`src/rtl/dmem_arbiter.sv`:
```
// Two-port round-robin arbiter and access sequencer for the data memory.
// Each access takes IDLE -> ACCESS -> DONE; out-of-range addresses never raise Ewr/Erd.
module dmem_arbiter #(
    parameter int DATA_W = 32,
    parameter int ADDR_W = 32,
    parameter int DEPTH  = 32
) (
    input  logic              clk,
    input  logic              rst_n,
    input  logic              Req0,
    input  logic              We0,
    input  logic [ADDR_W-1:0] Addr0,
    input  logic [DATA_W-1:0] WData0,
    output logic              Ack0,
    output logic [DATA_W-1:0] RData0,
    output logic              Err0,
    input  logic              Req1,
    input  logic              We1,
    input  logic [ADDR_W-1:0] Addr1,
    input  logic [DATA_W-1:0] WData1,
    output logic              Ack1,
    output logic [DATA_W-1:0] RData1,
    output logic              Err1,
    output logic              Ewr,
    output logic              Erd,
    output logic [ADDR_W-1:0] Addr,
    output logic [DATA_W-1:0] RDir,
    input  logic [DATA_W-1:0] MOut
);

    typedef enum logic [1:0] {
        IDLE   = 2'd0,
        ACCESS = 2'd1,
        DONE   = 2'd2
    } state_t;

    localparam logic [ADDR_W-1:0] DEPTH_A = ADDR_W'(DEPTH);

    state_t            state_reg, state_next;
    logic              gnt_reg, gnt_next;
    logic              grant;
    logic              we_reg;
    logic              in_rng_reg;
    logic              rr_reg;
    logic [ADDR_W-1:0] addr_reg;
    logic [DATA_W-1:0] rdir_reg;

    logic [1:0]        req;
    logic [1:0]        we_in;
    logic [ADDR_W-1:0] addr_in  [2];
    logic [DATA_W-1:0] wdata_in [2];
    logic [1:0]        ack;

    assign req         = {Req1, Req0};
    assign we_in       = {We1, We0};
    assign addr_in[0]  = Addr0;
    assign addr_in[1]  = Addr1;
    assign wdata_in[0] = WData0;
    assign wdata_in[1] = WData1;

    always_comb begin
        state_next = state_reg;
        gnt_next   = gnt_reg;
        grant      = 1'b0;
        case (state_reg)
            IDLE: begin
                if (req != 2'b00) begin
                    grant      = 1'b1;
                    // rr_reg names the port that wins a tie
                    gnt_next   = (req == 2'b11) ? rr_reg : req[1];
                    state_next = ACCESS;
                end
            end
            ACCESS:  state_next = DONE;
            DONE:    state_next = IDLE;
            default: state_next = IDLE;
        endcase
    end

    always_ff @(posedge clk) begin
        if (!rst_n) begin
            state_reg  <= IDLE;
            gnt_reg    <= 1'b0;
            we_reg     <= 1'b0;
            in_rng_reg <= 1'b0;
            rr_reg     <= 1'b0;
            addr_reg   <= '0;
            rdir_reg   <= '0;
        end else begin
            state_reg <= state_next;
            if (grant) begin
                gnt_reg    <= gnt_next;
                we_reg     <= we_in[gnt_next];
                addr_reg   <= addr_in[gnt_next];
                rdir_reg   <= wdata_in[gnt_next];
                in_rng_reg <= (addr_in[gnt_next] < DEPTH_A);
            end
            if (state_reg == DONE) begin
                rr_reg <= ~gnt_reg;
            end
        end
    end

    // Gated by rst_n so a reset cycle can never touch memory
    assign Ewr  = rst_n & (state_reg == ACCESS) & we_reg & in_rng_reg;
    assign Erd  = rst_n & (state_reg == ACCESS) & ~we_reg & in_rng_reg;
    assign Addr = addr_reg;
    assign RDir = rdir_reg;

    genvar gi;
    generate
        for (gi = 0; gi < 2; gi++) begin : gen_port
            localparam logic PORT_ID = 1'(gi);
            logic [DATA_W-1:0] rdata_reg;
            logic              err_reg;

            // Results land on the ACCESS edge so they are valid alongside Ack in DONE
            always_ff @(posedge clk) begin
                if (!rst_n) begin
                    rdata_reg <= '0;
                    err_reg   <= 1'b0;
                end else if ((state_reg == ACCESS) && (gnt_reg == PORT_ID)) begin
                    err_reg <= ~in_rng_reg;
                    if (!we_reg) begin
                        rdata_reg <= in_rng_reg ? MOut : '0;
                    end
                end
            end

            assign ack[gi] = rst_n & (state_reg == DONE) & (gnt_reg == PORT_ID);
        end
    endgenerate

    assign Ack0   = ack[0];
    assign Ack1   = ack[1];
    assign RData0 = gen_port[0].rdata_reg;
    assign RData1 = gen_port[1].rdata_reg;
    assign Err0   = gen_port[0].err_reg;
    assign Err1   = gen_port[1].err_reg;

endmodule
```
`config.mk`:
```
export PLATFORM = sky130hd
export DESIGN_NAME = dmem_arbiter
export DESIGN_NICKNAME = d
export VERILOG_FILES = /design/src/rtl/dmem_arbiter.sv
export SDC_FILE = /design/constraint.sdc
export NUM_CORES = 1
export LEC_CHECK = 0
export ABC_AREA = 1
export BUFFER_PORTS_ARGS = -buffer_cell sky130_fd_sc_hd__buf_2
export CAP_MARGIN = 20
export CORE_ASPECT_RATIO = 0.7
export CORE_MARGIN = 4
export CORE_UTILIZATION = 45
export DETAILED_ROUTE_END_ITERATION = 10
export PLACE_DENSITY = 0.82
export SKIP_CTS_REPAIR_TIMING = 1
export SLEW_MARGIN = 10
export SYNTH_ARGS = -nofsm -noshare
export SYNTH_HDL_FRONTEND = slang
export SYNTH_SLANG_ARGS = --single-unit
```
`constraint.sdc`:
```
create_clock -name clk -period 2.1 [get_ports clk]
set_input_delay 0.42 -clock clk [delete_from_list [all_inputs] [get_ports clk]]
set_output_delay 0.42 -clock clk [all_outputs]
set_load 0.02 [all_outputs]
```
### Word-level counts from Yosys, hierarchy flattened

Index checks and enable logic that the tools add are counted.

* flip-flop bits (word level): 136
* bits of input ports: 166
* word-level logic and storage cells: 52

* magnitude comparators: 3
* equal/unequal tests: 4
* mux-type cells: 16
* bitwise logic cells: 12
* reduce and logical (&&, ||, !) cells: 6

Operators with widths (count)
* $mux 32: 7
* $lt 32x6->1 const B: 1
* $and 1x1->1: 8
* $mux 1: 7
* $eq 2x2->1 const B: 2
* $pmux 2 s2: 1
* $reduce_and 2->1: 2
* $not 1->1: 3
* $eq 2x1->1 const B: 1
* $ge 2x2->1 const B: 1
* $logic_and 1x1->1: 2
* $logic_not 2->1: 1
* $lt 1x2->1 const B: 1
* $mux 2: 1
* $ne 2x2->1 const B: 1
* $not 1->2: 1
* $reduce_bool 2->1: 1

### Logic depth before layout (Yosys ltp)

* depth in word-level cells: 9
* gate-level depth with buffers: 15
* depth with buffers taken out: 13

### Least setup slack after synthesis

Ideal clock, no wire load.

* path type: register to output
* from: reg in_rng_reg
* to: out Erd
* arrival: 1.196 ns
* data required time: 1.680 ns
* path slack: 0.484 ns
* stages on the path, launching flop included: 5
* buffers on the path: 2
* cells stage by stage: dfxtp_1 -> clkbuf_1 -> clkbuf_1 -> nand2_1 -> nor2_1

* longest elaborated chain between the ends: 1

Ends and longest elaborated chain
* from (decl): line 43 `logic in_rng_reg;`
* from (signal assigned): line 96 `in_rng_reg <= (addr_in[gnt_next] < DEPTH_A);`
* $and 1x1->1: line 106 `assign Erd = rst_n & (state_reg == ACCESS) & ~we_reg & in_rng_reg;`
* to (decl): line 25 `output logic Erd,`

Every way passes these cells.

### Worst setup path after layout

* from: reg state_reg[0]
* to: out Erd

* longest elaborated chain between the ends: 4

Ends and longest elaborated chain
* from (decl): line 39 `state_t state_reg, state_next;`
* from (signal assigned): line 90 `state_reg <= state_next;`
* $eq 2x1->1: line 106
* $and 1x1->1 (3 in a row): line 106

Every way passes these cells.

==> impl_metrics.xml <==
<?xml version="1.0" encoding="UTF-8"?>
<metrics>
  <group name="critical_path">
    <metric name="reg2reg_from" unit="">state_reg[1]</metric>
    <metric name="timing_worst_setup_path_type" unit="">reg2out</metric>
    <metric name="worst_path_largest_cell_delay" unit="ns">0.36</metric>
    <metric name="crit_path_max_fanout" unit="">3</metric>
    <metric name="type_of_element_launching_the_critical_path" unit="">flip-flop</metric>
    <metric name="worst_r2r_path_depth" unit="">12</metric>
    <metric name="rr_endpoint" unit="">in_rng_reg</metric>
    <metric name="path_cells" unit="">inv_2 -&gt; nor2_1 -&gt; inv_1 -&gt; nor2_1 -&gt; nand2_1 -&gt; nor2_1 -&gt; buf_2</metric>
    <metric name="critPathMostFrequentCell" unit="">nor2_1</metric>
    <metric name="worst-endpoint-required" unit="ns">1.68</metric>
    <metric name="critPathSlowestCell" unit="">dfxtp_2</metric>
    <metric name="critical_path.endpoint" unit="">Erd</metric>
    <metric name="worst_setup_path_end_kind" unit="">primary output</metric>
    <metric name="critical_path.startpoint" unit="">state_reg[0]</metric>
    <metric name="register_to_register_path_setup_slack" unit="ns">0.35</metric>
    <metric name="timing.critical_path.arrival" unit="ns">1.50</metric>
  </group>
  <group name="clocking">
    <metric name="max-clock-path-buffers" unit="">2</metric>
    <metric name="clock_sink_count" unit="">136</metric>
    <metric name="clock_latency_at_the_later_pin_of_the_worst_skew_pair" unit="ns">0.41</metric>
    <metric name="cts_h_tree_depth" unit="">4</metric>
    <metric name="cts_made_buffers" unit="">17</metric>
    <metric name="cts_tree" unit="">done</metric>
    <metric name="library_cell_used_as_clock_root_buffer" unit="">clkbuf_16</metric>
    <metric name="clock_pin_transition_on_the_worst_setup_and_hold_timing_paths" unit="ns">0.06</metric>
  </group>
  <group name="timing">
    <metric name="final_hold_viol_count" unit="">0</metric>
    <metric name="clock.fmax" unit="MHz">522</metric>
    <metric name="timing_max_transition_violations_final" unit="">0</metric>
    <metric name="timing.setup.tns" unit="ns">0</metric>
    <metric name="final.setup_skew" unit="ns">0.0163</metric>
    <metric name="relSlewSlack" unit="%">71.1</metric>
    <metric name="post_route_fraction_of_the_period_consumed_by_the_critical_path" unit="%">91.3</metric>
    <metric name="worstMarginPinSlew" unit="ns">0.434</metric>
    <metric name="period_needed" unit="ns">1.92</metric>
    <metric name="post-route-worst-setup-slack" unit="ns">0.183</metric>
    <metric name="finalSetupViolCount" unit="">0</metric>
    <metric name="unrepaired_setup_endpoints_after_global_routing" unit="">no</metric>
  </group>
  <group name="cells_and_area">
    <metric name="layout-drive-gt1-share" unit="%">35.4</metric>
    <metric name="areaGrowthSynthToFinish" unit="%">40.4</metric>
    <metric name="fin_util" unit="%">65.4</metric>
    <metric name="fin_cells" unit="">1169</metric>
    <metric name="design.final.nets" unit="">1163</metric>
  </group>
  <group name="yosys">
    <metric name="dominantRegCellSynth" unit="">dfxtp_1</metric>
    <metric name="yosys_warnings" unit="">0</metric>
    <metric name="synth_commonest_cells" unit="">136 x dfxtp_1, 132 x nand2_1, 101 x o21ai_0</metric>
    <metric name="fraction_of_the_yosys_area_taken_by_sequential_cells" unit="%">49.1</metric>
    <metric name="synth_largest_area_cell" unit="">dfxtp_1</metric>
    <metric name="flip_flop_and_latch_count_after_synthesis" unit="">136</metric>
    <metric name="syn_nets" unit="">889</metric>
    <metric name="netlist-cell-type-count" unit="">25</metric>
    <metric name="postSynth.asyncResetShare" unit="%">0</metric>
    <metric name="synth_top_area_share" unit="%">49.1</metric>
    <metric name="post_synth_inst_count" unit="">723</metric>
    <metric name="synth-edff-count" unit="">0</metric>
    <metric name="synth_area_per_cell" unit="um^2">7.67</metric>
    <metric name="synth.top_cells.by_area" unit="">dfxtp_1 49%, o21ai_0 9.1%, nand2_1 8.9%, a21oi_1 8.8%, o22ai_1 4.3%</metric>
    <metric name="mappedNetlistArea" unit="um^2">5540</metric>
    <metric name="library_cell_with_the_highest_instance_count_after_synthesis" unit="">dfxtp_1</metric>
  </group>
  <group name="die">
    <metric name="placement_rows" unit="">33</metric>
    <metric name="initial_utilization" unit="%">46.6</metric>
    <metric name="ioPinCount" unit="">300</metric>
    <metric name="fp.dieArea" unit="um^2">14200</metric>
    <metric name="dieWidth" unit="um">141</metric>
    <metric name="core_box_area" unit="um^2">11900</metric>
    <metric name="floorplan.die.height" unit="um">101</metric>
  </group>
  <group name="worst_hold_path">
    <metric name="worst_hold_path_type" unit="">in2reg</metric>
  </group>
  <group name="global_route">
    <metric name="gr-usage-all-layers" unit="%">24.5</metric>
    <metric name="vias_in_the_first_global_route" unit="">5583</metric>
    <metric name="largest_net_degree_at_the_start_of_global_routing" unit="">111</metric>
    <metric name="antenna_found_initial" unit="">2</metric>
    <metric name="grt_pass1_wl" unit="mm">28.1</metric>
    <metric name="gr-total-overflow" unit="">0</metric>
  </group>
  <group name="place">
    <metric name="placed_cells_incl_taps" unit="">1135</metric>
    <metric name="detailedPlacementHpwl" unit="mm">13.2</metric>
    <metric name="dp_worst_setup_slack" unit="ns">0.238</metric>
    <metric name="placement.io_buffers" unit="">299</metric>
    <metric name="place_congestion" unit="">0.890</metric>
  </group>
  <group name="drt">
    <metric name="post_detailed_route_wirelength_per_cell" unit="um">15.5</metric>
    <metric name="drc_errors" unit="">0</metric>
    <metric name="detail_route.wirelength" unit="mm">18.1</metric>
    <metric name="drt_first_iter_violations" unit="">300</metric>
    <metric name="avgViaCountPerCell" unit="">5.06</metric>
    <metric name="via_count_of_the_routed_design" unit="">5918</metric>
    <metric name="drt_first_pass_iters" unit="">7</metric>
    <metric name="drt.antenna.violating_nets" unit="">0</metric>
  </group>
  <group name="power">
    <metric name="leakage_power_summed_over_all_cells" unit="uW">0.00399</metric>
    <metric name="design_power_total" unit="uW">7500</metric>
    <metric name="pwr_density_cell" unit="nW/um^2">964</metric>
    <metric name="vdd.ir_drop.worst" unit="uV">628</metric>
  </group>
  <group name="run_status">
    <metric name="outcome" unit="">complete, no violations</metric>
  </group>
  <group name="flow_run">
    <metric name="reported_max_cap_violation_count" unit="">0</metric>
  </group>
</metrics>
==> layer usage <==
metal  share of wire [%]  wire [um]  track usage, %  vias up
li1                    -          -               -     3006
met1                  42       7680            31.6     2659
met2                  47       8530            39.4      233
met3                 9.0       1630            7.63       20
met4                 1.5        265            8.41        0
met5                   0          0               0        -
==> power breakdown <==
group | switching (uW) | internal [uW]
logic | 1030 | 590
registers | 133 | 2840
clock network | 1230 | 1680
total | 2400 | 5110
==> cells by family after synthesis <==
group | Yosys count | share of synthesized area [%]
AO/OA/AOI/OAI | 268 | 26.6
AND/OR/NAND/NOR | 199 | 15.6
flip-flops | 136 | 49.1
buffers and inverters | 120 | 8.71
==> placed cells by master, fill, tap and decap left out, drive strengths merged, types with 2 or more instances in the layout <==
cell / instances
buf: 313
dfxtp: 136
nand2: 135
o21ai: 101
a21oi: 98
inv: 71
o22ai: 38
nor2: 38
o211ai: 22
nand3b: 20
clkbuf: 17
a211oi: 7
nand3: 6
clkinv: 4
diode: 2
==> per-stage QoR <==
stage	area [um^2]	hold slack [ns]
floorplan	5540	0.461
global placement	7190	0.476
detailed placement	7190	0.476
CTS	7770	0.265
global route	7780	0.266
finish	7780	0.285
==> critical path: cells and delay by family, from the launching register on <==
| kind | cells | cell delay (ns) |
|---|---|---|
| flops | 1 | 0.36 |
| buf+inv | 3 | 0.32 |
| simple gates | 4 | 0.44 |
==> area by class of cell <==
| cell class | count | area, um^2 |
|---|---|---|
| clock buffer | 17 | 425 |
| multi-input combinational | 467 | 2350 |
| sequential | 136 | 2720 |
| timing repair buffer | 313 | 1690 |
| clock inverter | 15 | 155 |
| inverter | 62 | 234 |
| tap | 157 | 196 |
| antenna | 2 | 5.00 |
| fill | 1061 | 4110 |
==> worst min-delay path by stage <==
stage | to | slack [ns] | startpoint | cells past startpoint
5_1_grt | RData1[6] | 0.27 | MOut[6] | 3
3_5_place_dp | Addr[14] | 0.48 | Addr[14] | 2
3_3_place_gp | Addr[23] | 0.48 | Addr[23] | 2
6_report | RData1[6] | 0.28 | MOut[6] | 3
2_1_floorplan | rr_reg | 0.46 | rr_reg | 1
4_1_cts | RData1[6] | 0.27 | MOut[6] | 3
(Power assumes the default switching activity.)
